**config.mk**
```make
export PLATFORM = sky130hd
export DESIGN_NAME = alu_pipe
export DESIGN_NICKNAME = d
export VERILOG_FILES = /design/src/rtl/alu_pipe.sv
export SDC_FILE = /design/constraint.sdc
export NUM_CORES = 1
export LEC_CHECK = 0
export ABC_AREA = 1
export ABC_CLOCK_PERIOD_IN_PS = 1500
export BUFFER_PORTS_ARGS = -buffer_cell sky130_fd_sc_hd__buf_2
export CAP_MARGIN = 40
export CELL_PAD_IN_SITES_DETAIL_PLACEMENT = 1
export CELL_PAD_IN_SITES_GLOBAL_PLACEMENT = 2
export CORE_UTILIZATION = 29
export DETAILED_ROUTE_END_ITERATION = 12
export PLACE_DENSITY = 0.77
export SLEW_MARGIN = 0
export SYNTH_ARGS = -nofsm -noshare
export SYNTH_HDL_FRONTEND = slang
export SYNTH_SLANG_ARGS = --single-unit
```
**constraint.sdc**
```tcl
create_clock -name clk -period 1.5 [get_ports clk]
set_input_delay 0.075 -clock clk [delete_from_list [all_inputs] [get_ports clk]]
set_output_delay 0.075 -clock clk [all_outputs]
set_load 0.05 [all_outputs]
```
**src/rtl/alu_pipe.sv**
```systemverilog
// ---------------------------------------------------------------------------
// alu_pipe -- registered, handshaked N-bit ALU with status flags.
//
// Successor of the combinational 2-bit-opcode ALU: the original codes keep
// their meaning (000 ADD, 001 OR, 010 SUB, 011 XOR) and the opcode grows to
// three bits (100 AND, 101 SLT, 110 SLTU, 111 MUL or XOR).
//
// Optional feature macro: ALU_MUL_EN
//   defined   : opcode 111 is an unsigned W-cycle shift-add multiply
//               (low W product bits, flag_c = upper half non-zero).
//   undefined : opcode 111 is a single-cycle XOR, busy is tied low.
//
// Parameters
//   W    operand/result width (>= 2)
//   OPW  opcode width (fixed at 3)
//
// Ports
//   clk, rst_n           rising-edge clock, asynchronous active-low reset
//   in_valid / in_ready  operand handshake (a, b, opcode sampled on transfer)
//   a, b, opcode         operands and operation select
//   out_valid/out_ready  result handshake (out and flags held until taken)
//   out                  registered result
//   flag_z, flag_c,      zero, carry / no-borrow, signed overflow
//   flag_v
//   busy                 iterative multiply in progress
// ---------------------------------------------------------------------------
module alu_pipe #(
   parameter int W   = 8,
   parameter int OPW = 3
) (
   input  logic           clk,
   input  logic           rst_n,
   input  logic           in_valid,
   output logic           in_ready,
   input  logic [W-1:0]   a,
   input  logic [W-1:0]   b,
   input  logic [OPW-1:0] opcode,
   output logic           out_valid,
   input  logic           out_ready,
   output logic [W-1:0]   out,
   output logic           flag_z,
   output logic           flag_c,
   output logic           flag_v,
   output logic           busy
);

   localparam logic [OPW-1:0] OP_ADD  = OPW'(0);
   localparam logic [OPW-1:0] OP_OR   = OPW'(1);
   localparam logic [OPW-1:0] OP_SUB  = OPW'(2);
   localparam logic [OPW-1:0] OP_XOR  = OPW'(3);
   localparam logic [OPW-1:0] OP_AND  = OPW'(4);
   localparam logic [OPW-1:0] OP_SLT  = OPW'(5);
   localparam logic [OPW-1:0] OP_SLTU = OPW'(6);
   localparam logic [OPW-1:0] OP_MUL  = OPW'(7);

   logic         in_xfer;
   logic         out_xfer;
   logic         is_mul;
   logic         load_single;
   logic         mul_done;
   logic [W-1:0] mul_res;
   logic         mul_c;

   logic [W:0]   sum_ext;
   logic [W:0]   diff_ext;
   logic [W-1:0] alu_res;
   logic         alu_c;
   logic         alu_v;

   assign in_xfer     = in_valid & in_ready;
   assign out_xfer    = out_valid & out_ready;
   assign load_single = in_xfer & ~is_mul;

   // ------------------------------------------------------------------------
   // Single-cycle datapath
   // ------------------------------------------------------------------------
   always_comb begin
      // NOTE: every signal written here gets a default first, so no path
      // through the case leaves one unassigned and no latch is inferred.
      alu_res  = '0;
      alu_c    = 1'b0;
      alu_v    = 1'b0;
      sum_ext  = {1'b0, a} + {1'b0, b};
      diff_ext = {1'b0, a} - {1'b0, b};
      case (opcode)
         OP_ADD: begin
            alu_res = sum_ext[W-1:0];
            alu_c   = sum_ext[W];
            // Overflow: like-signed operands giving an opposite-signed sum.
            alu_v   = (a[W-1] == b[W-1]) && (sum_ext[W-1] != a[W-1]);
         end
         OP_OR:   alu_res = a | b;
         OP_SUB: begin
            alu_res = diff_ext[W-1:0];
            // Top bit of the extended difference is the borrow.
            alu_c   = ~diff_ext[W];
            alu_v   = (a[W-1] != b[W-1]) && (diff_ext[W-1] != a[W-1]);
         end
         OP_XOR:  alu_res = a ^ b;
         OP_AND:  alu_res = a & b;
         OP_SLT:  alu_res = {{(W-1){1'b0}}, ($signed(a) < $signed(b))};
         OP_SLTU: alu_res = {{(W-1){1'b0}}, (a < b)};
         // Legacy default branch: 111 is XOR when no multiplier is built.
         default: alu_res = a ^ b;
      endcase
   end

`ifdef ALU_MUL_EN
   // ------------------------------------------------------------------------
   // Iterative shift-add multiplier and its control FSM
   // ------------------------------------------------------------------------
   typedef enum logic [1:0] {
      ST_IDLE,
      ST_MUL,
      ST_HOLD
   } state_e;

   localparam int CW = $clog2(W);

   state_e         state;
   state_e         state_nxt;
   logic [2*W-1:0] acc;
   logic [2*W-1:0] mcand;
   logic [2*W-1:0] acc_step;
   logic [W-1:0]   mplier;
   logic [CW-1:0]  cnt;
   logic           mul_start;
   logic           last_iter;

   assign is_mul    = (opcode == OP_MUL);
   assign mul_start = in_xfer & is_mul;
   assign last_iter = (cnt == CW'(W-1));
   assign mul_done  = (state == ST_MUL) && last_iter;
   assign in_ready  = (state == ST_IDLE) & (~out_valid | out_ready);
   assign busy      = (state == ST_MUL);

   // One partial product per cycle; the last one is folded in
   // combinationally so the result can be registered on the W-th MUL edge.
   assign acc_step  = acc + (mplier[0] ? mcand : '0);
   assign mul_res   = acc_step[W-1:0];
   assign mul_c     = |acc_step[2*W-1:W];

   always_ff @(posedge clk or negedge rst_n) begin
      if (!rst_n) state <= ST_IDLE;
      else        state <= state_nxt;
   end

   always_comb begin
      state_nxt = state;
      unique case (state)
         ST_IDLE: if (mul_start) state_nxt = ST_MUL;
         ST_MUL:  if (last_iter) state_nxt = ST_HOLD;
         // out_valid is always set here, so out_ready alone means "taken".
         ST_HOLD: if (out_ready) state_nxt = ST_IDLE;
         default: state_nxt = ST_IDLE;
      endcase
   end

   always_ff @(posedge clk or negedge rst_n) begin
      // NOTE: the multiplier working registers are reset as well, so an
      // aborted multiply cannot leave a partial product that leaks later.
      if (!rst_n) begin
         acc    <= '0;
         mcand  <= '0;
         mplier <= '0;
         cnt    <= '0;
      end else if (mul_start) begin
         acc    <= '0;
         mcand  <= {{W{1'b0}}, a};
         mplier <= b;
         cnt    <= '0;
      end else if (state == ST_MUL) begin
         acc    <= acc_step;
         mcand  <= mcand << 1;
         mplier <= mplier >> 1;
         cnt    <= cnt + 1'b1;
      end
   end
`else
   assign is_mul   = 1'b0;
   assign mul_done = 1'b0;
   assign mul_res  = '0;
   assign mul_c    = 1'b0;
   assign in_ready = ~out_valid | out_ready;
   assign busy     = 1'b0;
`endif

   // ------------------------------------------------------------------------
   // Result register: loaded on a single-cycle accept or a finished
   // multiply, otherwise held until the consumer takes it.
   // ------------------------------------------------------------------------
   always_ff @(posedge clk or negedge rst_n) begin
      // NOTE: state is updated with <= so every flop samples pre-edge values
      // regardless of statement order.
      if (!rst_n) begin
         out_valid <= 1'b0;
         out       <= '0;
         flag_z    <= 1'b0;
         flag_c    <= 1'b0;
         flag_v    <= 1'b0;
      end else if (load_single) begin
         // Also covers a simultaneous output transfer: the new result
         // replaces the old one and out_valid stays high.
         out_valid <= 1'b1;
         out       <= alu_res;
         flag_z    <= (alu_res == '0);
         flag_c    <= alu_c;
         flag_v    <= alu_v;
      end else if (mul_done) begin
         out_valid <= 1'b1;
         out       <= mul_res;
         flag_z    <= (mul_res == '0);
         flag_c    <= mul_c;
         flag_v    <= 1'b0;
      end else if (out_xfer) begin
         out_valid <= 1'b0;
      end
   end

endmodule
```
Yosys cells after proc, flatten, opt, wreduce, memory -nomap -nowiden
Cells that the tools add are included.

word-level totals
  register bits after elaboration = 12
  input port bits = 23
  output and inout port bits = 14

operators by class
  $add $sub $neg = 2
  $lt $le $gt $ge = 2
  eq/ne operators = 9
  muxes and demuxes = 5
  bitwise gates (word level) = 8
  reductions and logical operators = 5

operator list
  kind                count
  $pmux 8 s6          1
  $lt 8x8->1          2
  $add 8x8->9         1
  $eq 3x3->1 const B  3
  $sub 8x8->9         1
  $and 8x8->8         1
  $logic_not 8->1     1
  $or 8x8->8          1
  $xor 8x8->8         1
  $pmux 1 s2          2
  $eq 3x1->1 const B  1
  $eq 3x2->1 const B  1
  $logic_not 3->1     1
  $ne 1x1->1          3
  $and 1x1->1         2
  $logic_and 1x1->1   2
  $mux 1              2
  $not 1->1           2
  $reduce_bool 2->1   1
  $eq 1x1->1          1
  $or 1x1->1          1

Depth between registers and ports, before layout
  depth in word-level cells = 4
  depth in mapped cells = 15
  depth with buffers taken out = 15

Worst setup path after synthesis
No wires, ideal clock.

  path type = register -> register
  start point = register out_valid
  end point = register flag_z
  setup time = 0.118 ns
  arrival = 1.878 ns
  required time = 1.382 ns
  slack = -0.496 ns
  cell stages (with the launch flop) = 10
  buffers on the path = 0
  clock period less this slack = 1.996 ns
  path through = dfrtp_1 -> nand2_1 -> nand2_1 -> clkinv_1 -> nand4_2 -> nor2_1 -> nand3_1 -> nor2_1 -> nand3_1 -> nand2_1

on the way
  cells in the longest elaborated chain, start to end = 3

RTL lines
  what                      RTL line  RTL
  start: declaration        38        output logic out_valid,
  start signal: assignment  196       out_valid <= 1'b0;
  start signal: assignment  204       out_valid <= 1'b1;
  start signal: assignment  210       out_valid <= 1'b1;
  $not 1->1                 184       assign in_ready = ~out_valid | out_ready;
  $or 1x1->1                184
  net in_ready              34        output logic in_ready,
  $and 1x1->1               70        assign in_xfer = in_valid & in_ready;
  end signal: assignment    206       flag_z <= (alu_res == '0);
  end signal: assignment    212       flag_z <= (mul_res == '0);
  end: declaration          41        output logic flag_z,

The timed path passes the listed nets, and every way through them passes these cells.
A chain may end at the register's enable or synchronous reset.

Final worst setup path
  start point = input port b[0]
  end point = register flag_z

on the way
  cells in the longest elaborated chain, start to end = 3
  elaborated cells on any way between the ends = 9
  those cells by class = 2 x add/sub; 2 x order compare; 1 x mux; 3 x bitwise; 1 x reduce/logical

RTL lines
  what                                       RTL line  RTL
  start: declaration                         36        input logic [W-1:0] b,
  $sub 8x8->9, or another cell as far along  84        diff_ext = {1'b0, a} - {1'b0, b};
  $pmux 8 s6 *                               85        case (opcode)
  $logic_not 8->1 *                          206

Mark *: on every way between the ends. The rest lies on a longest branch, timed or not.

==> impl_metrics.yaml <==
finish:
  stdcell_area_mm2: 0.00284
  area_growth_pct: 56.4
  antenna_cells: 0
  drive_gt1_share_pct: 40.8
  fin_nets: 452
floorplanning:
  initial_utilization_pct: 30.3
  fp.dieH_um: 81.2
  boundaryPins: 37
  dieArea_mm2: 0.00659
  die_x_um: 81.2
  coreArea_mm2: 0.00599
  num_rows: 28
timing:
  finalSetupTns_ps: 0
  drv_slew: 0
  fmax_mhz: 702
  finalWorstSetupSlack_ps: 74.8
  setup_viol: 0
  fin_crit_ps: 1430
  period_share_pct: 95.0
  rsz0062_at_grt: "true"
  finalHoldViolCount: 0
  fin_skew_ps: 3.23
placement:
  io_buffers: 35
  routabilityCongestion: 0.894
  place_area_mm2: 0.00257
  place_ws_ps: -322
  dp_hpwl_um: 5430
grt:
  grt_pass1_vias: 2277
  grt-ovfl-total: 0
  grt_usage_pct: 20.6
  grt_max_degree: 13
  antenna_found_initial: 0
  grt_pass1_wl_um: 10400
yosys:
  synth_nets: 346
  synth_seq_area_share_pct: 16.5
  syn-instance-count: 295
  syn_area_per_cell_um2: 6.16
  synth_cell_type_count: 28
  syn_area_mm2: 0.00182
  yosys_warnings: 0
  synth-seq-cells: 12
clock_tree:
  clockBufferDepth: 2
  clock-sinks: 12
  cts_buffers: 3
  clk_pin_slew_ps: 50
  cts_tree: "done"
  cts_root_buf: "clkbuf_8"
  clkLatencyLatePin_ps: 240
  h-tree-depth: 1
detailed_routing:
  drc: 0
  dr.pass1.iters: 4
  wl_met1_um: 2930
  wl_per_cell_um: 13.4
  drt-total-wl_um: 6360
  drtIter0Drc: 53
  dr_wl_met3_um: 169
  drtAntennaViolNets: 0
  routed.top_layer: "met4"
  vias_per_cell: 4.66
  num_vias: 2215
  dr_wl_met2_um: 3190
worst_setup_path:
  crit_path_end_kind: "flip-flop"
  r2r_setup_slack_ps: 290
  start_kind: "input port"
  crit_type: "in -> reg"
  critPathRequiredTime_ps: 1680
  cp_data_arrival_time_ps: 1600
  crit_path_max_fanout: 2
run_status:
  status: "finished clean"
job:
  maxCapViolCount: 0
power_and_ir_drop:
  p_per_area_mw_per_mm2: 649
  p_leak_nw: 1.56
  irDropWorstVdd_mv: 0.520
  total_power_mw: 1.85
worst_hold_path:
  min_path_type: "in -> reg"
==> sequential cells by signal (all words and copies together), names as in the netlist <==
name	count
flag_c	1
flag_v	1
flag_z	1
out	8
out_valid	1
==> synthesized netlist by cell type <==
library cell,instances,share of area [%]
nor2_4,1,0.62
xor2_1,2,0.96
nand3_1,38,10
ha_1,26,18
a21oi_1,9,2.5
o21a_1,1,0.41
o21bai_1,2,0.83
nor2_1,33,6.8
inv_1,46,9.5
buf_2,3,0.83
inv_4,2,0.69
nand3_2,1,0.55
nand2_1,82,17
a22oi_1,1,0.41
dfrtp_1,12,17
nor3_4,1,0.89
o21ai_0,8,2.2
a31oi_1,2,0.69
conb_1,1,0.21
buf_4,4,1.7
fa_1,2,2.2
nand4_2,1,0.69
inv_2,1,0.21
clkinv_1,2,0.41
nand2_2,1,0.34
nand4_1,11,3.8
a21oi_2,1,0.48
o22ai_1,1,0.34
==> critical path: stages <==
cell and delay [ps]:
buf_6 100, buf_6 110, ha_4 150, inv_4 50, fa_2 420, nand2_1 80
nand2_1 60, nor2_2 90, nor2_2 50, nor2_2 120, nand3_2 70, nor2_2 90
nand3_1 70, nand2_1 60
==> placed cells by master, fill, tap and decap left out, types with 6 or more instances in the layout <==
cell type,netlist,final
o21ai_0,8,8
ha_1,26,19
nand2_2,1,8
nand3_1,38,35
buf_4,4,70
dfrtp_1,12,11
nor2_2,0,8
nor2_1,33,24
nand4_1,11,11
nand2_1,82,74
inv_2,1,6
inv_1,46,39
buf_2,3,33
==> kinds of logic (layout without fill, tap and decap cells) <==
kind of cell               count (synthesis)  count (layout)  synth area share, %
and+or+nand+nor                          169             169                 41.1
buffers and inverters                     58             163                 13.3
adders and majority gates                 28              28                 20.1
AOI/OAI and AO/OA                         25              25                 7.85
DFF                                       12              12                 16.5
xor gates and xnor gates                   2               2                0.964
other                                      1               1                0.206
==> layer usage <==
metal  vias up  global-route usage (%)
li1       1139                       -
met1      1033                    25.4
met2        36                    38.2
met3         7                    1.57
met4         0                    5.18
met5         -                       0
==> through the flow <==
stage | instances | utilization, % | hold WS [ps]
final | 475 | 47.5 | 116
after global routing | 475 | 47.5 | 134
after CTS | 474 | 45.2 | 126
after detailed placement | 465 | 42.9 | -32.9
after global placement | 465 | 42.9 | -35.8
after floorplan | 295 | - | -221
==> worst paths after layout <==
kind	end	depth (start not counted)	from
min reg2reg	out[6]$_DFFE_PN0P_	2	out[6]$_DFFE_PN0P_
max	flag_z$_DFFE_PN0P_	14	b[0]
min in group asynchronous	flag_c$_DFFE_PN0P_	2	rst_n
max in group asynchronous	out_valid$_DFFE_PN0P_	2	rst_n
min	out_valid$_DFFE_PN0P_	4	out_ready
max reg2reg	flag_z$_DFFE_PN0P_	9	out_valid$_DFFE_PN0P_
==> what timing repair did <==
action                     CTS  global route
pin swaps                    9            19
gates resized for setup     13            36
hold buffers                 1             0
buffers inserted             4             1
hold endpoints to repair    12             0
setup endpoints to repair    3            10
cloned                       0             0
==> final cells by class <==
type                       count  area, um^2
inverter                      51         203
multi-input combinational    225        1440
clock buffer                   4        55.1
tap                           75        93.8
sequential                    12         302
fill                         816        3150
timing repair buffer         108         754
==> power breakdown <==
group | internal, mW | switching [mW]
registers | 0.376 | 0.0262
logic | 0.429 | 0.667
clock network | 0.232 | 0.116
Power figures use the tool's default switching activity.
